===== src/rtl/jpeg_fb_pkg.sv =====
// Shared definitions for the JPEG framebuffer writer: strobe patterns,
// default flush timeout and the RGB888 -> RGB565 packing helper.
package jpeg_fb_pkg;

  localparam int FLUSH_CYCLES_DEF = 16;

  localparam logic [3:0] STRB_LO  = 4'b0011;
  localparam logic [3:0] STRB_HI  = 4'b1100;
  localparam logic [3:0] STRB_ALL = 4'b1111;

  // Truncating RGB565 pack: top 5/6/5 bits of each channel, no rounding.
  function automatic logic [15:0] packRgb565(input logic [7:0] r,
                                             input logic [7:0] g,
                                             input logic [7:0] b);
    return {r[7:3], g[7:2], b[7:3]};
  endfunction

endpackage


===== src/rtl/jpeg_fb_addr_gen.sv =====
// Address stage: registers the framebuffer byte address of an accepted
// pixel (base + y*stride + 2*x, modulo 2^32) together with its RGB565 value.
module jpeg_fb_addr_gen
  import jpeg_fb_pkg::*;
(
  input  logic        clk,
  input  logic        rst,
  input  logic        frameStart,
  input  logic        load,
  input  logic        advance,
  input  logic [31:0] base,
  input  logic [15:0] stride,
  input  logic [15:0] x,
  input  logic [15:0] y,
  input  logic [7:0]  r,
  input  logic [7:0]  g,
  input  logic [7:0]  b,
  output logic        vld_p1,
  output logic [31:0] addr_p1,
  output logic [15:0] pix_p1
);

  logic [31:0] rowOffset;
  logic [31:0] byteAddr;

  assign rowOffset = {16'd0, y} * {16'd0, stride};
  assign byteAddr  = base + rowOffset + {15'd0, x, 1'b0};

  // ---- S1 boundary: valid tracks accepted pixels; a fresh pixel beats a discard
  always_ff @(posedge clk or negedge rst) begin
    if (!rst) begin
      vld_p1 <= 1'b0;
    end else if (load) begin
      vld_p1 <= 1'b1;
    end else if (frameStart || advance) begin
      vld_p1 <= 1'b0;
    end
  end

  // S1 payload captured on acceptance; no reset needed, qualified by vld_p1
  always_ff @(posedge clk) begin
    if (load) begin
      addr_p1 <= byteAddr;
      pix_p1  <= packRgb565(r, g, b);
    end
  end

endmodule


===== src/rtl/jpeg_fb_writer.sv =====
// JPEG framebuffer writer: accepts decoded pixels, converts to RGB565,
// packs horizontally adjacent pixels into 32-bit words and issues them on a
// single-outstanding write port. A lone half word is written after an idle
// timeout or on flush.
module jpeg_fb_writer
  import jpeg_fb_pkg::*;
#(
  parameter int FLUSH_CYCLES = FLUSH_CYCLES_DEF
) (
  input  logic        clk,
  input  logic        rst,
  input  logic [31:0] cfg_base,
  input  logic [15:0] cfg_stride,
  input  logic        frame_start,
  input  logic        flush,
  input  logic        in_valid,
  output logic        in_ready,
  input  logic [15:0] in_x,
  input  logic [15:0] in_y,
  input  logic [7:0]  in_r,
  input  logic [7:0]  in_g,
  input  logic [7:0]  in_b,
  output logic        wr_req,
  output logic [31:0] wr_addr,
  output logic [31:0] wr_data,
  output logic [3:0]  wr_strb,
  input  logic        wr_accept,
  output logic        busy
);

  localparam logic [7:0] AGE_LIMIT = 8'(FLUSH_CYCLES - 1);

  logic        vld_p1;
  logic [31:0] addr_p1;
  logic [15:0] pix_p1;

  logic        pendValid_p2;
  logic [29:0] pendWaddr_p2;
  logic [31:0] pendData_p2;
  logic [3:0]  pendStrb_p2;
  logic [7:0]  age_p2;
  logic        flushReq_p2;

  logic        pendValidNxt;
  logic [29:0] pendWaddrNxt;
  logic [31:0] pendDataNxt;
  logic [3:0]  pendStrbNxt;
  logic [7:0]  ageNxt;
  logic        flushReqNxt;

  logic        emit;
  logic [29:0] emitWaddr;
  logic [31:0] emitData;
  logic [3:0]  emitStrb;

  logic        accept;
  logic        sameWord;
  logic [3:0]  newStrb;
  logic [3:0]  mergedStrb;
  logic [31:0] mergedData;
  logic [31:0] loadData;
  logic        needsEmit;
  logic        s1Advance;
  logic        s1Fire;
  logic        timeoutHit;
  logic        idleEmit;
  logic        unusedAddrBit;

  // Byte address bit 0 is always zero (even stride, aligned base, 2*x).
  assign unusedAddrBit = addr_p1[0];

  assign newStrb    = addr_p1[1] ? STRB_HI : STRB_LO;
  assign sameWord   = pendValid_p2 && (pendWaddr_p2 == addr_p1[31:2]);
  assign mergedStrb = pendStrb_p2 | newStrb;
  assign mergedData = addr_p1[1] ? {pix_p1, pendData_p2[15:0]}
                                 : {pendData_p2[31:16], pix_p1};
  assign loadData   = addr_p1[1] ? {pix_p1, 16'h0000} : {16'h0000, pix_p1};

  // S1 can only move on if its action needs no emit, or the output slot is free.
  assign needsEmit  = vld_p1 && pendValid_p2 && (!sameWord || (mergedStrb == STRB_ALL));
  assign s1Advance  = !needsEmit || !wr_req;
  assign in_ready   = !vld_p1 || s1Advance;
  assign accept     = in_valid && in_ready;
  assign s1Fire     = vld_p1 && s1Advance && !frame_start;

  assign timeoutHit = (age_p2 >= AGE_LIMIT);
  assign idleEmit   = pendValid_p2 && !wr_req && (timeoutHit || flushReq_p2 || flush);

  assign busy       = vld_p1 || pendValid_p2 || wr_req;

  // ---- S1: address stage
  jpeg_fb_addr_gen uAddrGen (
    .clk        (clk),
    .rst        (rst),
    .frameStart (frame_start),
    .load       (accept),
    .advance    (s1Advance),
    .base       (cfg_base),
    .stride     (cfg_stride),
    .x          (in_x),
    .y          (in_y),
    .r          (in_r),
    .g          (in_g),
    .b          (in_b),
    .vld_p1     (vld_p1),
    .addr_p1    (addr_p1),
    .pix_p1     (pix_p1)
  );

  // ---- S2: pack decision; S1 emits take priority over timeout/flush emits
  always_comb begin
    pendValidNxt = pendValid_p2;
    pendWaddrNxt = pendWaddr_p2;
    pendDataNxt  = pendData_p2;
    pendStrbNxt  = pendStrb_p2;
    ageNxt       = age_p2;
    flushReqNxt  = flushReq_p2 | flush;
    emit         = 1'b0;
    emitWaddr    = pendWaddr_p2;
    emitData     = pendData_p2;
    emitStrb     = pendStrb_p2;
    if (frame_start) begin
      pendValidNxt = 1'b0;
      ageNxt       = '0;
      flushReqNxt  = 1'b0;
    end else if (s1Fire) begin
      ageNxt = '0;
      if (sameWord) begin
        pendDataNxt = mergedData;
        pendStrbNxt = mergedStrb;
        if (mergedStrb == STRB_ALL) begin
          emit         = 1'b1;
          emitData     = mergedData;
          emitStrb     = STRB_ALL;
          pendValidNxt = 1'b0;
          flushReqNxt  = 1'b0;
        end
      end else begin
        emit = pendValid_p2;
        if (pendValid_p2) begin
          flushReqNxt = 1'b0;
        end
        pendValidNxt = 1'b1;
        pendWaddrNxt = addr_p1[31:2];
        pendDataNxt  = loadData;
        pendStrbNxt  = newStrb;
      end
    end else if (idleEmit) begin
      emit         = 1'b1;
      pendValidNxt = 1'b0;
      ageNxt       = '0;
      flushReqNxt  = 1'b0;
    end else if (pendValid_p2) begin
      if (age_p2 != 8'hFF) begin
        ageNxt = age_p2 + 8'd1;
      end
    end else begin
      flushReqNxt = 1'b0;
    end
  end

  // S2 control state: pending valid, idle age and latched flush request
  always_ff @(posedge clk or negedge rst) begin
    if (!rst) begin
      pendValid_p2 <= 1'b0;
      age_p2       <= '0;
      flushReq_p2  <= 1'b0;
    end else begin
      pendValid_p2 <= pendValidNxt;
      age_p2       <= ageNxt;
      flushReq_p2  <= flushReqNxt;
    end
  end

  // S2 pending word payload, qualified by pendValid_p2
  always_ff @(posedge clk) begin
    pendWaddr_p2 <= pendWaddrNxt;
    pendData_p2  <= pendDataNxt;
    pendStrb_p2  <= pendStrbNxt;
  end

  // ---- Output register: holds the request stable until accepted
  always_ff @(posedge clk or negedge rst) begin
    if (!rst) begin
      wr_req  <= 1'b0;
      wr_addr <= '0;
      wr_data <= '0;
      wr_strb <= '0;
    end else if (emit) begin
      wr_req  <= 1'b1;
      wr_addr <= {emitWaddr, 2'b00};
      wr_data <= emitData;
      wr_strb <= emitStrb;
    end else if (wr_req && wr_accept) begin
      wr_req <= 1'b0;
    end
  end

endmodule


===== config.mk =====
export PLATFORM = sky130hd
export DESIGN_NAME = jpeg_fb_writer
export DESIGN_NICKNAME = d
export VERILOG_FILES = /design/src/rtl/jpeg_fb_pkg.sv /design/src/rtl/jpeg_fb_addr_gen.sv /design/src/rtl/jpeg_fb_writer.sv
export SDC_FILE = /design/constraint.sdc
export NUM_CORES = 1
export LEC_CHECK = 0
export BUFFER_PORTS_ARGS = -buffer_cell sky130_fd_sc_hd__buf_2
export CELL_PAD_IN_SITES_DETAIL_PLACEMENT = 2
export CELL_PAD_IN_SITES_GLOBAL_PLACEMENT = 2
export CORE_ASPECT_RATIO = 1.5
export CORE_MARGIN = 5
export CORE_UTILIZATION = 43
export DETAILED_ROUTE_END_ITERATION = 6
export PLACE_DENSITY = 0.94
export SYNTH_ARGS = -nofsm -noshare
export SYNTH_HDL_FRONTEND = slang
export SYNTH_HIERARCHICAL = 1
export SYNTH_SLANG_ARGS = --single-unit

===== constraint.sdc =====
create_clock -name clk -period 11 [get_ports clk]
set_clock_uncertainty 0.05 [all_clocks]
set_input_delay 1.1 -clock clk [delete_from_list [all_inputs] [get_ports clk]]
set_output_delay 1.1 -clock clk [all_outputs]
set_load 0.03 [all_outputs]

* Word-level counts from Yosys, hierarchy flattened
Cells that the tools add are included.
W data, S select, Z words.
** Word-level totals
- Bits in registers :: 192
- Latch bits :: 0
- Memory bits (writable) :: 0
- Bits in read-only memories :: 0
- Memories kept :: 0
- Output and inout bits :: 71
- Input bits :: 110
** Cells by class
- Shift-type cells :: 0
- Divide/modulo/power cells :: 0
- Reductions and logical operators :: 31
- Add/subtract/negate cells :: 3
- $lt $le $gt $ge :: 1
- $mul :: 1
- Equal/unequal tests :: 4
- Bitwise logic cells :: 4
- Mux-type cells :: 39
** Operators by type and width (number)
- $mux W32 :: 7
- $mux W8 :: 5
- $add A32 B17 Y32 :: 1
- $add A32 B32 Y32 :: 1
- $mul A16 B16 Y32 :: 1
- $eq A30 B30 Y1 :: 1
- $mux W4 :: 6
- $mux W1 :: 21
- $logic_and A1 B1 Y1 :: 9
- $add A8 B1 Y8 const B :: 1
- $ge A8 B4 Y1 const B :: 1
- $logic_or A1 B1 Y1 :: 8
- $ne A8 B8 Y1 const B :: 1
- $reduce_bool A4 Y1 :: 2
- $reduce_and A2 Y1 :: 3
- $logic_not A1 Y1 :: 5
- $eq A4 B4 Y1 const B :: 1
- $ne A4 B3 Y1 const B :: 1
- $or A4 B4 Y4 :: 1
- $reduce_bool A2 Y1 :: 2
- $reduce_and A3 Y1 :: 1
- $reduce_bool A3 Y1 :: 1
- $not A1 Y1 :: 2
- $or A1 B1 Y1 :: 1

* Longest topological paths before layout
Gate-level depths: netlist of the first run.
- Depth after elaboration :: 12
- Depth in mapped cells :: 24

* Cells and area by module
Netlist of the first run, hierarchy kept.
** Modules (own cells, without submodules)
- jpeg_fb_addr_gen :: sequential area each 1466.4 um^2, cells an instance 1187, area an instance 11342.1 um^2, times used 1
- jpeg_fb_writer :: sequential area each 3908.7 um^2, cells an instance 515, area an instance 6457.4 um^2, times used 1

* Least setup slack after synthesis of the first run
OpenSTA, ideal clock, no wires.
- Kind :: input port to flip-flop
- From :: in in_y[12]
- To :: reg uAddrGen.addr_p1[24], data pin
- Buffers on the path :: 1
- Data required time :: 10.687 ns
- Path slack :: 4.239 ns
- Arrival time :: 6.448 ns
- Stages :: 20
- Cell sequence :: clkbuf_1 > nand2_1 > fa_1 > fa_1 > inv_1 > fa_1 > fa_1 > fa_1 > inv_1 > fa_1 > inv_1 > ha_1 > a21o_1 > a21o_1 > a2111oi_4 > nor3_2 > a2111oi_4 > o21bai_2 > a31oi_1 > xnor2_1
** Between the ends
- Cells in the longest elaborated chain, start to end :: 3
** Ends and longest elaborated chain
- from (decl) :: line jpeg_fb_writer.sv:19 : input logic [15:0] in_y,
- $mul A16 B16 Y32 :: line jpeg_fb_addr_gen.sv:26 : assign rowOffset = {16'd0, y} * {16'd0, stride};
- $add A32 B32 Y32 :: line jpeg_fb_addr_gen.sv:27 : assign byteAddr = base + rowOffset + {15'd0, x, 1'b0};
- $add A32 B17 Y32 :: line jpeg_fb_addr_gen.sv:27
- via uAddrGen.byteAddr[24] :: line jpeg_fb_addr_gen.sv:24 : logic [31:0] byteAddr;
- to (signal assigned) :: line jpeg_fb_addr_gen.sv:43 : addr_p1 <= byteAddr;
- to (decl) :: line jpeg_fb_addr_gen.sv:19 : output logic [31:0] addr_p1,
The timed path passes the listed nets, and every way through them passes these cells.
A chain may end at the register's enable or synchronous reset.

* Worst setup path in the final report of the first run
- From :: in in_y[6]
- To :: reg uAddrGen.addr_p1[30], data pin
Same word-level chain as after synthesis.

==> results of run 1 <==
area by class of cell:
class                           count  area share, %
Clock buffer                       17           2.16
Sequential cell                   191           27.2
Timing Repair Buffer              178           4.65
Tap cell                          511           3.25
Multi-Input combinational cell   1051           54.4
Clock inverter                     15          0.942
Inverter                          389           7.43
metal layers:
layer / GRT usage (%) / vias up / wire length (um)
li1: - / 5612 / -
met5: 0 / - / 0
met1: 27.4 / 6733 / 21000
met2: 53.4 / 398 / 34800
met3: 3.41 / 158 / 2040
met4: 12.7 / 0 / 2960
worst reg2reg max path, cell delays in order (launching register included):
cell,delay [ps]
edfxtp_1,420
xnor2_1,390
nand4_1,220
nor4_2,500
and2_1,600
nand2_1,390
a31oi_4,290
buf_4,620
worst min path at each step:
| stage | from | endpoint | slack, ps | cells past startpoint |
|---|---|---|---|---|
| after floorplan | uAddrGen/addr_p1[15]$_DFFE_PP_ | emitWaddr[13]$_DFFE_PP_ | 400 | 0 |
| after global placement | uAddrGen/addr_p1[15]$_DFFE_PP_ | emitWaddr[13]$_DFFE_PP_ | 410 | 0 |
| after detailed placement | uAddrGen/addr_p1[20]$_DFFE_PP_ | emitWaddr[18]$_DFFE_PP_ | 410 | 0 |
| after CTS | uAddrGen/addr_p1[20]$_DFFE_PP_ | emitWaddr[18]$_DFFE_PP_ | 430 | 0 |
| after global routing | uAddrGen/addr_p1[22]$_DFFE_PP_ | emitWaddr[20]$_DFFE_PP_ | 450 | 0 |
| final | uAddrGen/addr_p1[20]$_DFFE_PP_ | emitWaddr[18]$_DFFE_PP_ | 430 | 0 |
stage by stage:
| step | setup WS (ps) | utilization [%] | hold slack [ps] | instance area [um2] |
|---|---|---|---|---|
| 2_1_floorplan | 4240 | - | 398 | 17800 |
| 3_3_place_gp | 3600 | 46.5 | 407 | 19000 |
| 3_5_place_dp | 3300 | 46.5 | 409 | 19000 |
| 4_1_cts | 3800 | 48.0 | 432 | 19700 |
| 5_1_grt | 3580 | 48.0 | 451 | 19700 |
| 6_report | 3820 | 48.0 | 431 | 19700 |
state kept, by name, summed over array words and instances, names as in the netlist, 4 cells and up:
name / flops
pendData_p2: 32
wr_data: 32
uAddrGen/addr_p1: 31
emitWaddr: 30
wr_addr: 30
uAddrGen/pix_p1: 16
age_p2: 8
pendStrb_p2: 4
wr_strb: 4
==> summary.txt, run 1 <==
Min-Delay Path Class: reg -> reg
Post-DR wirelength/cell: 25.9 um
# fillers: 4293
Grt ovf: 0
CTS Buf Count: 17
Post-CTS Setup Inserts: 0
Max-slew violation count: 0
ANT cells: 0
Dpl hpwl: 49300 um
Measured slew at the worst slew-check pin: 1200 ps
Most common library cell in the layout ignoring fill and taps: inv_1
Critical path type: in -> reg
Worst path most repeated cell: fa_1
Area of the multi-input gates: 0.0107 mm2
Critical-path cell list: buf_2 -> and2_1 -> fa_1 -> inv_1 -> fa_1 -> fa_1 -> fa_1 -> inv_1 -> fa_1 -> inv_1 -> fa_1 -> inv_1 -> ha_1 -> and3_1 -> nand2_1 -> o21ai_1 -> a21oi_1 -> o41ai_1 -> a21oi_1 -> xnor2_1
CP top delay family: adder cells
Cell Area, Synth: 0.0178 mm2
Worst R2R End: uAddrGen/addr_p1[28]$_DFFE_PP_
Levels on crit path: 20
Gpl congestion: 0.829
Worst setup path end: uAddrGen/addr_p1[30]$_DFFE_PP_
Final wirelength: 60800 um
Max incr delay on CP: 600 ps
Ys Warns: 6
Post-Place Cells: 2320
F_max: 0.139 GHz
RR Startpoint: uAddrGen/addr_p1[27]$_DFFE_PP_
CP Max Fanout: 16
Clock tree root driver cell: clkbuf_16
Antenna violations before repair: 0
# Max-Cap Violations: 0
Port Buffer Count: 170
Die width: 176 um
Die Ht: 259 um
Initial core utilization: 43.4%
DRC viols: 0
Outcome: complete, no violations
R2R Setup Slk: 7130 ps
Post-synthesis cell count: 1701
Crit end category: flip-flop
CTS clk-pin slew, worst paths: 80 ps
ANT nets after route: 0
Area grow syn2layout: 10.6%
Total GRT Usage: 26.9%
H-tree Lvls: 4
Min cycle time layout: 7180 ps
Average cell area after synthesis: 10.4 um2
Data arrival time of the critical path: 7340 ps
DR vias: 12900
Core footprint: 0.0410 mm2
Die ar.: 0.0456 mm2
Tcrit/Tclk final: 65.2%
Post-CTS sizing: 0
Hold buffer count at CTS: 0
Seq. cell area: 0.00535 mm2
Largest net degree at the start of global routing: 86
TritonCTS clock tree: yes
Critical path required time: 11160 ps
Cell Rows: 91
Final nets: 2278
Share of post-route cells with drive strength above 1: 15.4%
Bufs and invs on worst path: 5
DRC marker count from the first detailed-route iteration: 746
Critical path's slowest cell: o21ai_1
Startpoint types: primary input
CP startpoint: in_y[6]
Layout Cells excl Fill: 2352
Most frequent cells in the layout: inv_1, fa_1, buf_2, nand2_1, and2_1
Vias in the first global route: 15900
Max_slew headroom: 20.0%
DRT Pass-1 Iters: 5
Vias per cell: 5.49
Num ports: 181
Setup TNS: 0 ps
Final Setup Violations: 0
First-pass GRT wire length: 93300 um
Worst skew pair latency: 450 ps
Reg2Reg Depth: 7
Clock Tree Buf Depth: 2
Final Hold Vio Count: 0
RSZ-0062 raised after global routing: no
Clock sinks: 191
Power of run 1 is not shown: default switching activity piles up to over one toggle a cycle in this logic, so the estimate is an artifact.
==> inputs of run 2 (changes only) <==
- CORE_UTILIZATION: 43 -> 40
- PLACE_DENSITY: 0.94 -> 0.88
- clock period: 11 -> 6.77 ns (I/O delays scaled with it)
==> run 2 against run 1 <==
Non-clock buffer count up 29. Cell area grew 1.5%. Count of clock-buffer cells in the layout did not move. Flip-flop and latch count did not move. Via count is essentially flat. Sequential share of layout area shrank 0.39 points. Critical path depth grew 1. Wire length down 3.1%. Global-route usage down 2.5 points. Core utilization decreased by 2.5 points.
==> summary.txt, run 2 (same netlist as run 1, synthesis figures left out) <==
DRT Pass-1 Iters: 5 (unchanged)
Biggest regs: pendData_p2: 32 flops, wr_data: 32 flops, uAddrGen/addr_p1: 31 flops
Max-slew violation count: 0 (unchanged)
R2R Setup Slk: 3050 ps (-4080 ps)
Max layer used: met4
ANT cells: 0 (unchanged)
Min cycle time layout: 6430 ps
Hold buffer count at CTS: 0 (unchanged)
Grt ovf: 0 (unchanged)
Most frequent cells in the layout: inv_1, fa_1, buf_2, nand2_1, and2_1
Setup TNS: 0 ps (unchanged)
Outcome: complete, no violations
Met3 WL: 1520 um (-26%)
Hold Path Sink: uAddrGen/pix_p1[9]$_DFFE_PP_
CTS clk-pin slew, worst paths: 80 ps (about the same)
ANT nets after route: 0 (unchanged)
Worst hold start: in_g[6]
Critical path required time: 6910 ps (-4250 ps)
Tcrit/Tclk final: 95.0%
Final WS setup: 336 ps (-3490 ps)
TritonCTS clock tree: yes
Hold_ws: 357 ps (-74.6 ps)
Final nets: 2307 (+1.3%)
DRC viols: 0 (unchanged)
Worst skew pair latency: 440 ps (about the same)
Post-CTS Setup Inserts: 0 (unchanged)
RR Startpoint: uAddrGen/addr_p1[27]$_DFFE_PP_
Crit end category: flip-flop
Measured slew at the worst slew-check pin: 1190 ps (-4.40 ps)
Final Setup Violations: 0 (unchanged)
Data arrival time of the critical path: 6570 ps (-770 ps)
Fin area: 0.0199 mm2 (+1.5%)
Vias in the first global route: 15900 (+0.42%)
Vias per cell: 5.27 (-3.9%)
Clock sinks: 191 (unchanged)
Port Buffer Count: 170 (unchanged)
First-pass GRT wire length: 92000 um (-1.4%)
Clock Tree Buf Depth: 2 (unchanged)
DR vias: 12900 (-0.023%)
CP Max Fanout: 11 (-5)
Antenna violations before repair: 0 (unchanged)
Core footprint: 0.0439 mm2 (+7.0%)
Area grow syn2layout: 12.3%
# fillers: 4598 (+7.1%)
Gpl congestion: 0.827 (-0.23%)
Reg2Reg Depth: 7 (unchanged)
Hold path cells: 1 (+1)
Max_slew headroom: 20.3% (+0.29 points)
Die ar.: 0.0488 mm2 (+7.1%)
# Max-Cap Violations: 0 (unchanged)
Final wirelength: 58900 um (-3.1%)
Post-DR wirelength/cell: 24.1 um (-6.9%)
Dpl hpwl: 49300 um (about the same)
Initial core utilization: 40.5% (-2.8 points)
Largest net degree at the start of global routing: 79 (-8.1%)
Worst Setup Slack post-DPL: -134 ps (-3430 ps)
Min-Delay Path Class: in -> reg
Total GRT Usage: 24.4% (-2.5 points)
Most common library cell in the layout ignoring fill and taps: inv_1
Metal-1 WL: 20400 um (-3.1%)
DRC marker count from the first detailed-route iteration: 523 (-30%)
Startpoint types: primary input
RSZ-0062 raised after global routing: no
Post-CTS sizing: 0 (unchanged)
Share of post-route cells with drive strength above 1: 16.7% (+1.3 points)
Placement Cell Area: 0.0193 mm2 (+1.6%)
Met2 WL: 34500 um (-0.91%)
Die Ht: 268 um (+3.5%)
Num ports: 181 (unchanged)
F_max: 0.155 GHz
Critical path type: in -> reg
Clock tree root driver cell: clkbuf_16
Die width: 182 um (+3.5%)
Final Hold Vio Count: 0 (unchanged)
Cell Rows: 94 (+3.3%)
H-tree Lvls: 4 (unchanged)
CTS Buf Count: 17 (unchanged)
Worst R2R End: uAddrGen/addr_p1[17]$_DFFE_PP_
==> run 2: through the flow <==
step	std cells	utilization, %
global placement	2414	44.1
floorplan	1702	-
finish	2446	45.5
CTS	2446	45.5
global route	2446	45.5
detailed placement	2414	44.1
==> run 2: final cells by class <==
class                   count  area (um2)  area share [%]
well taps                 576         721            3.61
flip-flops and latches    191        5350            26.8
clock inverters            15         174           0.872
clock buffers              17         425            2.13
inverters                 389        1460            7.32
multi-input cells        1051       10700            53.6
repair buffers            207        1130            5.67
==> run 2: per-layer routing <==
layer  up-vias  global-route usage, %
li1       5667                      -
met1      6777                   24.7
met2       327                   50.4
met3       127                   2.19
met4         0                   9.92
met5         -                      0
==> run 2: worst max path at each step <==
stage,endpoint,start,cells after the start,slack (ps)
floorplan,uAddrGen/addr_p1[24]$_DFFE_PP_,in_y[12],20,430
global placement,uAddrGen/addr_p1[24]$_DFFE_PP_,in_y[8],21,170
detailed placement,uAddrGen/addr_p1[30]$_DFFE_PP_,cfg_stride[4],21,-130
CTS,uAddrGen/addr_p1[30]$_DFFE_PP_,in_y[8],21,320
global route,uAddrGen/addr_p1[30]$_DFFE_PP_,in_y[12],22,170
finish,uAddrGen/addr_p1[30]$_DFFE_PP_,in_y[8],21,340
==> run 2: worst max-delay path, stage by stage <==
cell       delay (ps)
buf_2             210
buf_4             210
and2_1            150
fa_1              490
inv_1              60
fa_1              540
inv_1             110
fa_1              540
fa_1              520
fa_1              490
inv_1              50
fa_1              480
inv_1              40
ha_1              340
a21o_1            210
a2111oi_4         100
nor3_2            390
a21oi_1           150
o41ai_1           500
a21oi_1           160
xnor2_1           150
Power of run 2 is left out for the same reason.
==> inputs of run 3 (changes only) <==
- CORE_UTILIZATION: 40 -> 36
- PLACE_DENSITY: 0.88 -> 0.84
- clock period: 6.77 -> 5.81 ns (I/O delays scaled with it)
==> run 3 against run 2 <==
Critical path type unchanged. Worst setup slack worse by 550 ps. Cell area is 7.9% higher. The flow now finishes with violations (setup timing). Highest routed layer unchanged. Non-clock buffer count is 115 higher.
==> summary.txt, run 3 (same netlist as run 1, synthesis figures left out) <==
Outcome: finished, violations left
Failing checks: setup timing
RR Startpoint: uAddrGen/addr_p1[6]$_DFFE_PP_
CTS Buf Count: 17 (unchanged)
Vias in the first global route: 16200 (+1.8%)
DRC marker count from the first detailed-route iteration: 636 (+22%)
Initial core utilization: 36.4% (-4.1 points)
Post-DR wirelength/cell: 25.5 um (+6.1%)
Largest net degree at the start of global routing: 79 (unchanged)
Data arrival time of the critical path: 6170 ps (-400 ps)
Placement Cell Area: 0.0203 mm2 (+5.1%)
Die ar.: 0.0540 mm2 (+11%)
Clock tree root driver cell: clkbuf_16
Port Buffer Count: 170 (unchanged)
Worst skew pair latency: 460 ps (+20 ps)
DRT Pass-1 Iters: 5 (unchanged)
Die width: 191 um (+5.1%)
# Max-Cap Violations: 0 (unchanged)
Share of post-route cells with drive strength above 1: 25.1% (+8.4 points)
Tcrit/Tclk final: 104%
Grt ovf: 0 (unchanged)
Antenna violations before repair: 0 (unchanged)
Max-slew violation count: 0 (unchanged)
Total GRT Usage: 22.8% (-1.6 points)
DR vias: 13700 (+6.1%)
Seq. cell area: 0.00535 mm2 (unchanged)
Fin area: 0.0215 mm2 (+7.9%)
Final WS setup: -217 ps (-553 ps)
Biggest regs: pendData_p2: 32 flops, wr_data: 32 flops, uAddrGen/addr_p1: 31 flops
ANT nets after route: 0 (unchanged)
CTS clk-pin slew, worst paths: 80 ps (about the same)
# fillers: 5144 (+12%)
Area grow syn2layout: 21.2%
Max_slew headroom: 24.8% (+4.6 points)
Worst R2R End: uAddrGen/addr_p1[26]$_DFFE_PP_
First-pass GRT wire length: 94200 um (+2.4%)
Critical path type: in -> reg
Final wirelength: 67500 um (+15%)
Die Ht: 282 um (+5.2%)
Most frequent cells in the layout: inv_1, fa_1, nand2_1, buf_2, buf_4
H-tree Lvls: 4 (unchanged)
ANT cells: 0 (unchanged)
Most common library cell in the layout ignoring fill and taps: inv_1
Dpl hpwl: 51200 um (+3.9%)
CP Max Fanout: 6 (-5)
CP startpoint: cfg_stride[4]
Hold buffer count at CTS: 0 (unchanged)
TritonCTS clock tree: yes
Area of the multi-input gates: 0.0110 mm2 (+2.8%)
Min-Delay Path Class: in -> reg
Cell Rows: 99 (+5.3%)
Gpl congestion: 0.853 (+3.2%)
Reg2Reg Depth: 7 (unchanged)
Critical path required time: 5950 ps (-960 ps)
Startpoint types: primary input
Final Setup Violations: 10 (+10)
DRC viols: 0 (unchanged)
Final Hold Vio Count: 0 (unchanged)
Core footprint: 0.0488 mm2 (+11%)
Crit end category: flip-flop
Num ports: 181 (unchanged)
Final nets: 2422 (+5.0%)
Measured slew at the worst slew-check pin: 1120 ps (-68.6 ps)
Vias per cell: 5.18 (-1.8%)
Clock Tree Buf Depth: 2 (unchanged)
Min cycle time layout: 6030 ps
F_max: 0.166 GHz
R2R Setup Slk: 1560 ps (-1490 ps)
Clock sinks: 191 (unchanged)
Worst setup path end: uAddrGen/addr_p1[30]$_DFFE_PP_
RSZ-0062 raised after global routing: yes
[run 3: changes by cell type in the layout (fill, tap and decap cells not counted), sizes merged]
cell,previous run,this run
inv,396,395
clkbuf,17,21
buf,207,320
clkinv,5,7
clkinvlp,1,0
bufinv,2,0
[run 3: through the flow]
stage	instances	util, %	TNS, ps	setup WS, ps	hold slack (ps)
global placement	2596	41.7	-4090	-438	403
CTS	2632	43.3	-97.2	-65.7	234
floorplan	1702	-	-5.93	-5.93	235
global route	2641	44.1	-2460	-292	235
finish	2641	44.1	-1320	-217	252
detailed placement	2596	41.7	-9440	-755	415
[run 3: routing by layer]
layer,routed length [um],global-route usage (%)
met5,0,0
met4,2840,8.26
met3,2090,2.22
met2,39600,47.4
met1,22900,22.9
[run 3: how the worst min path moves through the flow]
stage | cells after the start | from | to
6_report | 1 | in_g[4] | uAddrGen/pix_p1[7]$_DFFE_PP_
5_1_grt | 1 | in_g[6] | uAddrGen/pix_p1[9]$_DFFE_PP_
4_1_cts | 1 | in_g[4] | uAddrGen/pix_p1[7]$_DFFE_PP_
3_5_place_dp | 0 | uAddrGen/addr_p1[17]$_DFFE_PP_ | emitWaddr[15]$_DFFE_PP_
3_3_place_gp | 0 | uAddrGen/addr_p1[4]$_DFFE_PP_ | emitWaddr[2]$_DFFE_PP_
2_1_floorplan | 0 | rst | age_p2[0]$_DFFE_PN0P_
[run 3: what timing repair did]
item,4_1_cts,5_1_grt
resized for setup,49,95
cloned,0,1
setup buffers,4,9
endpoints found under the setup margin,11,10
pin swaps,17,42
[run 3: cell type report]
type	instances	area share [%]
repair buffers	322	10.7
flip-flops and latches	191	24.8
multi-input cells	1051	51.0
well taps	656	3.81
inverters	389	6.78
clock buffers	19	2.11
clock inverters	13	0.773
[run 3: critical path, cell delays in order]
cell       delay [ps]
buf_12            110
and2_4            160
fa_1              560
inv_1              70
fa_1              530
inv_2              50
fa_1              580
fa_1              440
fa_1              500
inv_1              70
fa_1              520
inv_2              70
ha_4              210
a21o_1            180
a21o_1            220
a2111oi_4         410
nor3_4            120
buf_6             140
a21oi_4           190
o41ai_2           110
a21oi_1           200
xnor2_1           120
Power of run 3 is left out for the same reason.
